**src/rtl/hazard_scoreboard_if.sv**
```systemverilog
// D-stage hazard query and the scoreboard's stall/forward answer, bundled between
// the decode control unit (master) and the scoreboard (slave).
interface hazard_scoreboard_if #(
    parameter int RA_W  = 5,
    parameter int T_W   = 2,
    parameter int CNT_W = 32
);
    logic [RA_W-1:0]  rs_d;
    logic [RA_W-1:0]  rt_d;
    logic [T_W-1:0]   tuse_rs_d;
    logic [T_W-1:0]   tuse_rt_d;
    logic             wr_d;
    logic [RA_W-1:0]  dst_d;
    logic [T_W-1:0]   tnew_d;
    logic             stall;
    logic             bubble_e;
    logic [1:0]       fwd_rs_d;
    logic [1:0]       fwd_rt_d;
    logic [1:0]       fwd_rs_e;
    logic [1:0]       fwd_rt_e;
    logic [CNT_W-1:0] stall_cnt;

    modport master (
        output rs_d, rt_d, tuse_rs_d, tuse_rt_d, wr_d, dst_d, tnew_d,
        input  stall, bubble_e, fwd_rs_d, fwd_rt_d, fwd_rs_e, fwd_rt_e, stall_cnt
    );
    modport slave (
        input  rs_d, rt_d, tuse_rs_d, tuse_rt_d, wr_d, dst_d, tnew_d,
        output stall, bubble_e, fwd_rs_d, fwd_rt_d, fwd_rs_e, fwd_rt_e, stall_cnt
    );
endinterface

```
**src/rtl/hazard_scoreboard.sv**
```systemverilog
// Stall/forward controller: tracks {valid, dst, remaining Tnew} for E/M/W and
// resolves D-stage operand hazards by stalling or selecting a forwarding source.
module hazard_scoreboard #(
    parameter int RA_W  = 5,
    parameter int T_W   = 2,
    parameter int CNT_W = 32
) (
    input logic                clk,
    input logic                reset,
    hazard_scoreboard_if.slave bus
);
    localparam logic [T_W-1:0] TUSE_NONE = '1;

    typedef struct packed {
        logic            v;
        logic [RA_W-1:0] dst;
        logic [T_W-1:0]  tnew;
    } ent_t;

    ent_t             r_e, r_m, r_w;
    logic [RA_W-1:0]  r_rs_e, r_rt_e;
    logic [CNT_W-1:0] r_stall_cnt;
    logic             w_stall;

    function automatic logic match(input ent_t s, input logic [RA_W-1:0] r);
        return s.v && (s.dst == r) && (r != '0);
    endfunction

    function automatic logic [T_W-1:0] sat0(input logic [T_W-1:0] t);
        return (t == '0) ? '0 : t - 1'b1;
    endfunction

    function automatic logic op_stall(input logic [RA_W-1:0] r, input logic [T_W-1:0] tuse);
        return (tuse != TUSE_NONE) &&
               ((match(r_e, r) && (r_e.tnew > tuse)) || (match(r_m, r) && (r_m.tnew > tuse)));
    endfunction

    // D select may point at a producer not yet ready; the stall masks that case.
    function automatic logic [1:0] fwd_d(input logic [RA_W-1:0] r);
        if (match(r_e, r)) return 2'd1;
        if (match(r_m, r)) return 2'd2;
        if (match(r_w, r)) return 2'd3;
        return 2'd0;
    endfunction

    function automatic logic [1:0] fwd_e(input logic [RA_W-1:0] r);
        if (match(r_m, r)) return 2'd2;
        if (match(r_w, r)) return 2'd3;
        return 2'd0;
    endfunction

    assign w_stall = op_stall(bus.rs_d, bus.tuse_rs_d) || op_stall(bus.rt_d, bus.tuse_rt_d);

    assign bus.stall     = w_stall;
    assign bus.bubble_e  = w_stall;
    assign bus.fwd_rs_d  = fwd_d(bus.rs_d);
    assign bus.fwd_rt_d  = fwd_d(bus.rt_d);
    assign bus.fwd_rs_e  = fwd_e(r_rs_e);
    assign bus.fwd_rt_e  = fwd_e(r_rt_e);
    assign bus.stall_cnt = r_stall_cnt;

    always_ff @(posedge clk) begin
        if (reset) begin
            r_e         <= '0;
            r_m         <= '0;
            r_w         <= '0;
            r_rs_e      <= '0;
            r_rt_e      <= '0;
            r_stall_cnt <= '0;
        end else begin
            r_w <= '{v: r_m.v, dst: r_m.dst, tnew: sat0(r_m.tnew)};
            r_m <= '{v: r_e.v, dst: r_e.dst, tnew: sat0(r_e.tnew)};
            if (w_stall) begin
                r_e    <= '0;
                r_rs_e <= '0;
                r_rt_e <= '0;
                if (r_stall_cnt != '1) r_stall_cnt <= r_stall_cnt + 1'b1;
            end else begin
                r_e    <= '{v: bus.wr_d && (bus.dst_d != '0), dst: bus.dst_d, tnew: bus.tnew_d};
                r_rs_e <= bus.rs_d;
                r_rt_e <= bus.rt_d;
            end
        end
    end
endmodule

```
**src/flat_wrapper.sv**
```systemverilog
// flat-port wrapper written by rule: the top's interface ports become plain ports
module hazard_scoreboard_flat 
#(
    parameter int RA_W  = 5,
    parameter int T_W   = 2,
    parameter int CNT_W = 32
)
  (clk, reset, bus_rs_d, bus_rt_d, bus_tuse_rs_d, bus_tuse_rt_d, bus_wr_d, bus_dst_d, bus_tnew_d, bus_stall, bus_bubble_e, bus_fwd_rs_d, bus_fwd_rt_d, bus_fwd_rs_e, bus_fwd_rt_e, bus_stall_cnt);
  hazard_scoreboard_if #(.RA_W(RA_W), .T_W(T_W), .CNT_W(CNT_W)) bus_i ();
  input logic clk;
  input logic reset;
  input wire logic [$bits(bus_i.rs_d)-1:0] bus_rs_d;
  input wire logic [$bits(bus_i.rt_d)-1:0] bus_rt_d;
  input wire logic [$bits(bus_i.tuse_rs_d)-1:0] bus_tuse_rs_d;
  input wire logic [$bits(bus_i.tuse_rt_d)-1:0] bus_tuse_rt_d;
  input wire logic [$bits(bus_i.wr_d)-1:0] bus_wr_d;
  input wire logic [$bits(bus_i.dst_d)-1:0] bus_dst_d;
  input wire logic [$bits(bus_i.tnew_d)-1:0] bus_tnew_d;
  output wire logic [$bits(bus_i.stall)-1:0] bus_stall;
  output wire logic [$bits(bus_i.bubble_e)-1:0] bus_bubble_e;
  output wire logic [$bits(bus_i.fwd_rs_d)-1:0] bus_fwd_rs_d;
  output wire logic [$bits(bus_i.fwd_rt_d)-1:0] bus_fwd_rt_d;
  output wire logic [$bits(bus_i.fwd_rs_e)-1:0] bus_fwd_rs_e;
  output wire logic [$bits(bus_i.fwd_rt_e)-1:0] bus_fwd_rt_e;
  output wire logic [$bits(bus_i.stall_cnt)-1:0] bus_stall_cnt;
  assign bus_i.rs_d = bus_rs_d;
  assign bus_i.rt_d = bus_rt_d;
  assign bus_i.tuse_rs_d = bus_tuse_rs_d;
  assign bus_i.tuse_rt_d = bus_tuse_rt_d;
  assign bus_i.wr_d = bus_wr_d;
  assign bus_i.dst_d = bus_dst_d;
  assign bus_i.tnew_d = bus_tnew_d;
  assign bus_stall = bus_i.stall;
  assign bus_bubble_e = bus_i.bubble_e;
  assign bus_fwd_rs_d = bus_i.fwd_rs_d;
  assign bus_fwd_rt_d = bus_i.fwd_rt_d;
  assign bus_fwd_rs_e = bus_i.fwd_rs_e;
  assign bus_fwd_rt_e = bus_i.fwd_rt_e;
  assign bus_stall_cnt = bus_i.stall_cnt;
  hazard_scoreboard #(.RA_W(RA_W), .T_W(T_W), .CNT_W(CNT_W)) u_core (.clk(clk), .reset(reset), .bus(bus_i));
endmodule
```
**config.mk**
```make
export PLATFORM = sky130hd
export DESIGN_NAME = hazard_scoreboard_flat
export DESIGN_NICKNAME = d
export VERILOG_FILES = /design/src/rtl/hazard_scoreboard_if.sv /design/src/rtl/hazard_scoreboard.sv /design/src/flat_wrapper.sv
export SDC_FILE = /design/constraint.sdc
export NUM_CORES = 1
export LEC_CHECK = 0
export ABC_AREA = 1
export CORE_MARGIN = 2
export CORE_UTILIZATION = 50
export CTS_CLUSTER_DIAMETER = 150
export CTS_CLUSTER_SIZE = 8
export DETAILED_ROUTE_END_ITERATION = 10
export GPL_TIMING_DRIVEN = 0
export PLACE_DENSITY_LB_ADDON = 0.3
export SETUP_SLACK_MARGIN = 0.05
export SLEW_MARGIN = 40
export SYNTH_ARGS = -nofsm -noshare
export SYNTH_HDL_FRONTEND = slang
export SYNTH_SLANG_ARGS = --single-unit
```
**constraint.sdc**
```tcl
create_clock -name clk -period 3.45 [get_ports clk]
set_clock_uncertainty 0.2 [all_clocks]
set_input_delay 0.5175 -clock clk [delete_from_list [all_inputs] [get_ports clk]]
set_output_delay 0.5175 -clock clk [all_outputs]
set_load 0.01 [all_outputs]
```
==> results.ini <==
[route]
wl_um = 10600
ant_nets = 0
avgRoutedWirePerCell_um = 13.1
num_vias = 4258
viasPerCell = 5.25
drc = 0
dr.pass1.iters = 5
drtIter0Drc = 271

[hold_path]
min-delay-path-class = reg2reg

[yosys]
synth_nets = 663
avgSynthCellArea_um2 = 6.31
yosysWarnings = 0
yosysTopAreaCell = dfxtp_1
syn_area_um2 = 3970
ys_types = 34
ys_seq_area_share_pct = 32.3
synth_area_leaders = dfxtp_1 (32%), nand2_1 (15%), nor2_1 (11%), inv_1 (7.6%), nand3_1 (7.4%)
synthCells = 629
ys_async_sr_fraction_pct = 0
synth_top_area_share_pct = 32.3
synthFlopType = dfxtp_1
synth_edf_count = 0
synth-seq-cells = 64

[global_route]
grt_overflow = 0
antenna_found_initial = 0
grt_max_degree = 12
grt_pass1_wl_um = 17600
grt_pass1_vias = 3795
gr-usage-all-layers_pct = 25.2

[timing]
holdWs_ps = 232
setup_slack_ps = 161
rsz0062_at_grt = no
hold_violations = 0
maxSlewViolCount = 0
fmax_mhz = 304
setup-violations-final = 0
min_period_ps = 3290
fin_crit_sh_pct = 95.3
relSlewSlack_pct = 63.6
worst_pin_slew_ps = 546

[worst_setup_path]
cp-end-kind = output port
required_ps = 2730
worst-setup-path-type = in2out
cp_max_fo = 11
cp.arrival_ps = 2570
critPathMaxStageDelay_ps = 480
critical-path-top-delay-family = buffers and inverters
cpMaxStageDelayCell = clkdlybuf4s50_1
crit_chain = clkdlybuf4s50_1 -> inv_1 -> ha_1 -> a21oi_2 -> a21oi_1 -> nand3_1 -> nand2_1 -> nand2_2 -> nand2_2 -> buf_8 -> buf_12 -> buf_4 -> dlygate4sd2_1
crit_top_cell = nand2_2
crit_buf_inv = 6
start_kind = input pin

[place]
post-dp-hpwl_um = 8260
io_buffers = 65
place_ws_ps = -85.1
dpl_cell_area_um2 = 4740
gp_congestion = 0.995

[floorplan]
core_um2 = 7690
chipWidth_um = 93.1
start_util_pct = 51.6
io_pins = 66
rows = 32
die_h_um = 93.1
die_area_um2 = 8660

[clock_tree]
cts_sinks = 64
post-cts-setup-buffer-count = 0
clock_latency_ps = 340
clk_path_buf_depth = 2
cts_tree = yes
numCtsBuffers = 9
path_clk_slew_ps = 70
clockRootBuffer = clkbuf_8
cts-htree-levels = 3

[job]
cap_viol_max_count = 0

[power]
ir_worst_vdd_v = 0.000233
comb_power_share_pct = 10.7
power.switching_mw = 0.409
finalPower_mw = 1.69
p_sw_share_pct = 24.2
powerDensity_nw_per_um2 = 339
seqPwrFrac_pct = 46.0
p_leak_nw = 2.26
p_int_mw = 1.28
power_frac_clock_pct = 43.3

[finish]
final-seq-area_um2 = 1280
fin_area_um2 = 4980
nFillCells = 709
drive_above_1_share_pct = 8.74
area_growth_pct = 25.5
post-route-util_pct = 64.7
finish.net_count = 739
multi_input_area_um2 = 2210
n_antenna_cell = 0

[run_status]
run_status = complete, no violations

-- cell type report --
cell class	count	share of cell area, %
Multi-Input combinational cell	456	44.5
Sequential cell	64	25.7
Timing Repair Buffer	65	13.0
Inverter	94	7.09
Clock buffer	12	3.12
Buffer	15	2.66
Tap cell	102	2.56
Clock inverter	3	1.31
-- registers in the layout, indices dropped and copies added (netlist names) --
register,count
u_core.bus.stall_cnt,32
u_core.r_e,8
u_core.r_m,8
u_core.r_rs_e,5
u_core.r_rt_e,5
u_core.r_w,6
-- cells by family after synthesis --
logic type | Yosys count | synth area share [%]
buffers and inverters | 109 | 12.2
and+or+nand+nor | 363 | 38.5
DFF | 64 | 32.3
AOI/OAI and AO/OA | 67 | 10.3
xor gates and xnor gates | 16 | 3.53
adders and majority gates | 10 | 3.15
-- power groups by stage --
stage                     Clock, mW  Combinational [mW]  Sequential, mW
after floorplan                   0               0.110           0.787
after global placement            0               0.172           0.792
after detailed placement          0               0.177           0.793
after CTS                     0.739               0.178           0.776
after global routing          0.766               0.202           0.778
final                         0.729               0.181           0.776
-- metrics by stage --
stage	instances	setup TNS, ps
CTS	811	0
floorplan	629	0
detailed placement	796	-85.1
global route	811	0
finish	811	0
global placement	796	-49.6
-- what timing repair did --
action                                  in CTS  in global routing
resized for setup                            2                  4
endpoints found under the setup margin       2                  3
gates cloned                                 0                  0
hold buffers                                 0                  0
-- layout by cell type, fill, tap and decap left out, types with 10 or more instances in the layout --
cell type,netlist,layout
nand2_1,160,160
nor2_1,111,109
inv_1,80,80
dfxtp_1,64,64
clkdlybuf4s50_1,0,63
nand3_1,59,59
a21oi_1,38,37
inv_2,12,12
clkbuf_8,0,11
ha_1,10,10
-- synthesized netlist by cell type (all sizes together) (2+ instances only) --
master   number
nor4          4
xor2          7
xnor2         9
clkbuf        3
o211ai        2
o21ai         6
o221ai        2
nand4         7
ha           10
inv          92
nor3          8
nor2        116
nand3        62
buf          12
o2111ai       5
o21a          2
o22ai         4
nand2       163
a21oi        46
dfxtp        64
clkinv        2
-- path summary, 6_finish.rpt --
check | from | cells after the start | endpoint | slack (ps)
hold reg to reg | u_core.r_e[0]$_SDFF_PP0_ | 1 | u_core.r_m[0]$_SDFF_PP0_ | 230
setup reg to reg | u_core.bus.stall_cnt[0]$_SDFFE_PP0P_ | 9 | u_core.bus.stall_cnt[19]$_SDFFE_PP0P_ | 1270
setup / recovery | bus_tuse_rs_d[1] | 13 | bus_stall | 160
hold / removal | u_core.r_e[0]$_SDFF_PP0_ | 1 | u_core.r_m[0]$_SDFF_PP0_ | 230
-- layer usage --
layer | wire [um] | global-route usage, % | share of wire (%) | up-vias
li1 | - | - | - | 2146
met3 | 742 | 3.30 | 7.0 | 16
met4 | 159 | 9.19 | 1.5 | 0
met1 | 5130 | 36.7 | 48 | 1921
met5 | 0 | 0 | 0 | -
met2 | 4590 | 37.9 | 43 | 175
Note: power is estimated with default switching activity, not from simulation.
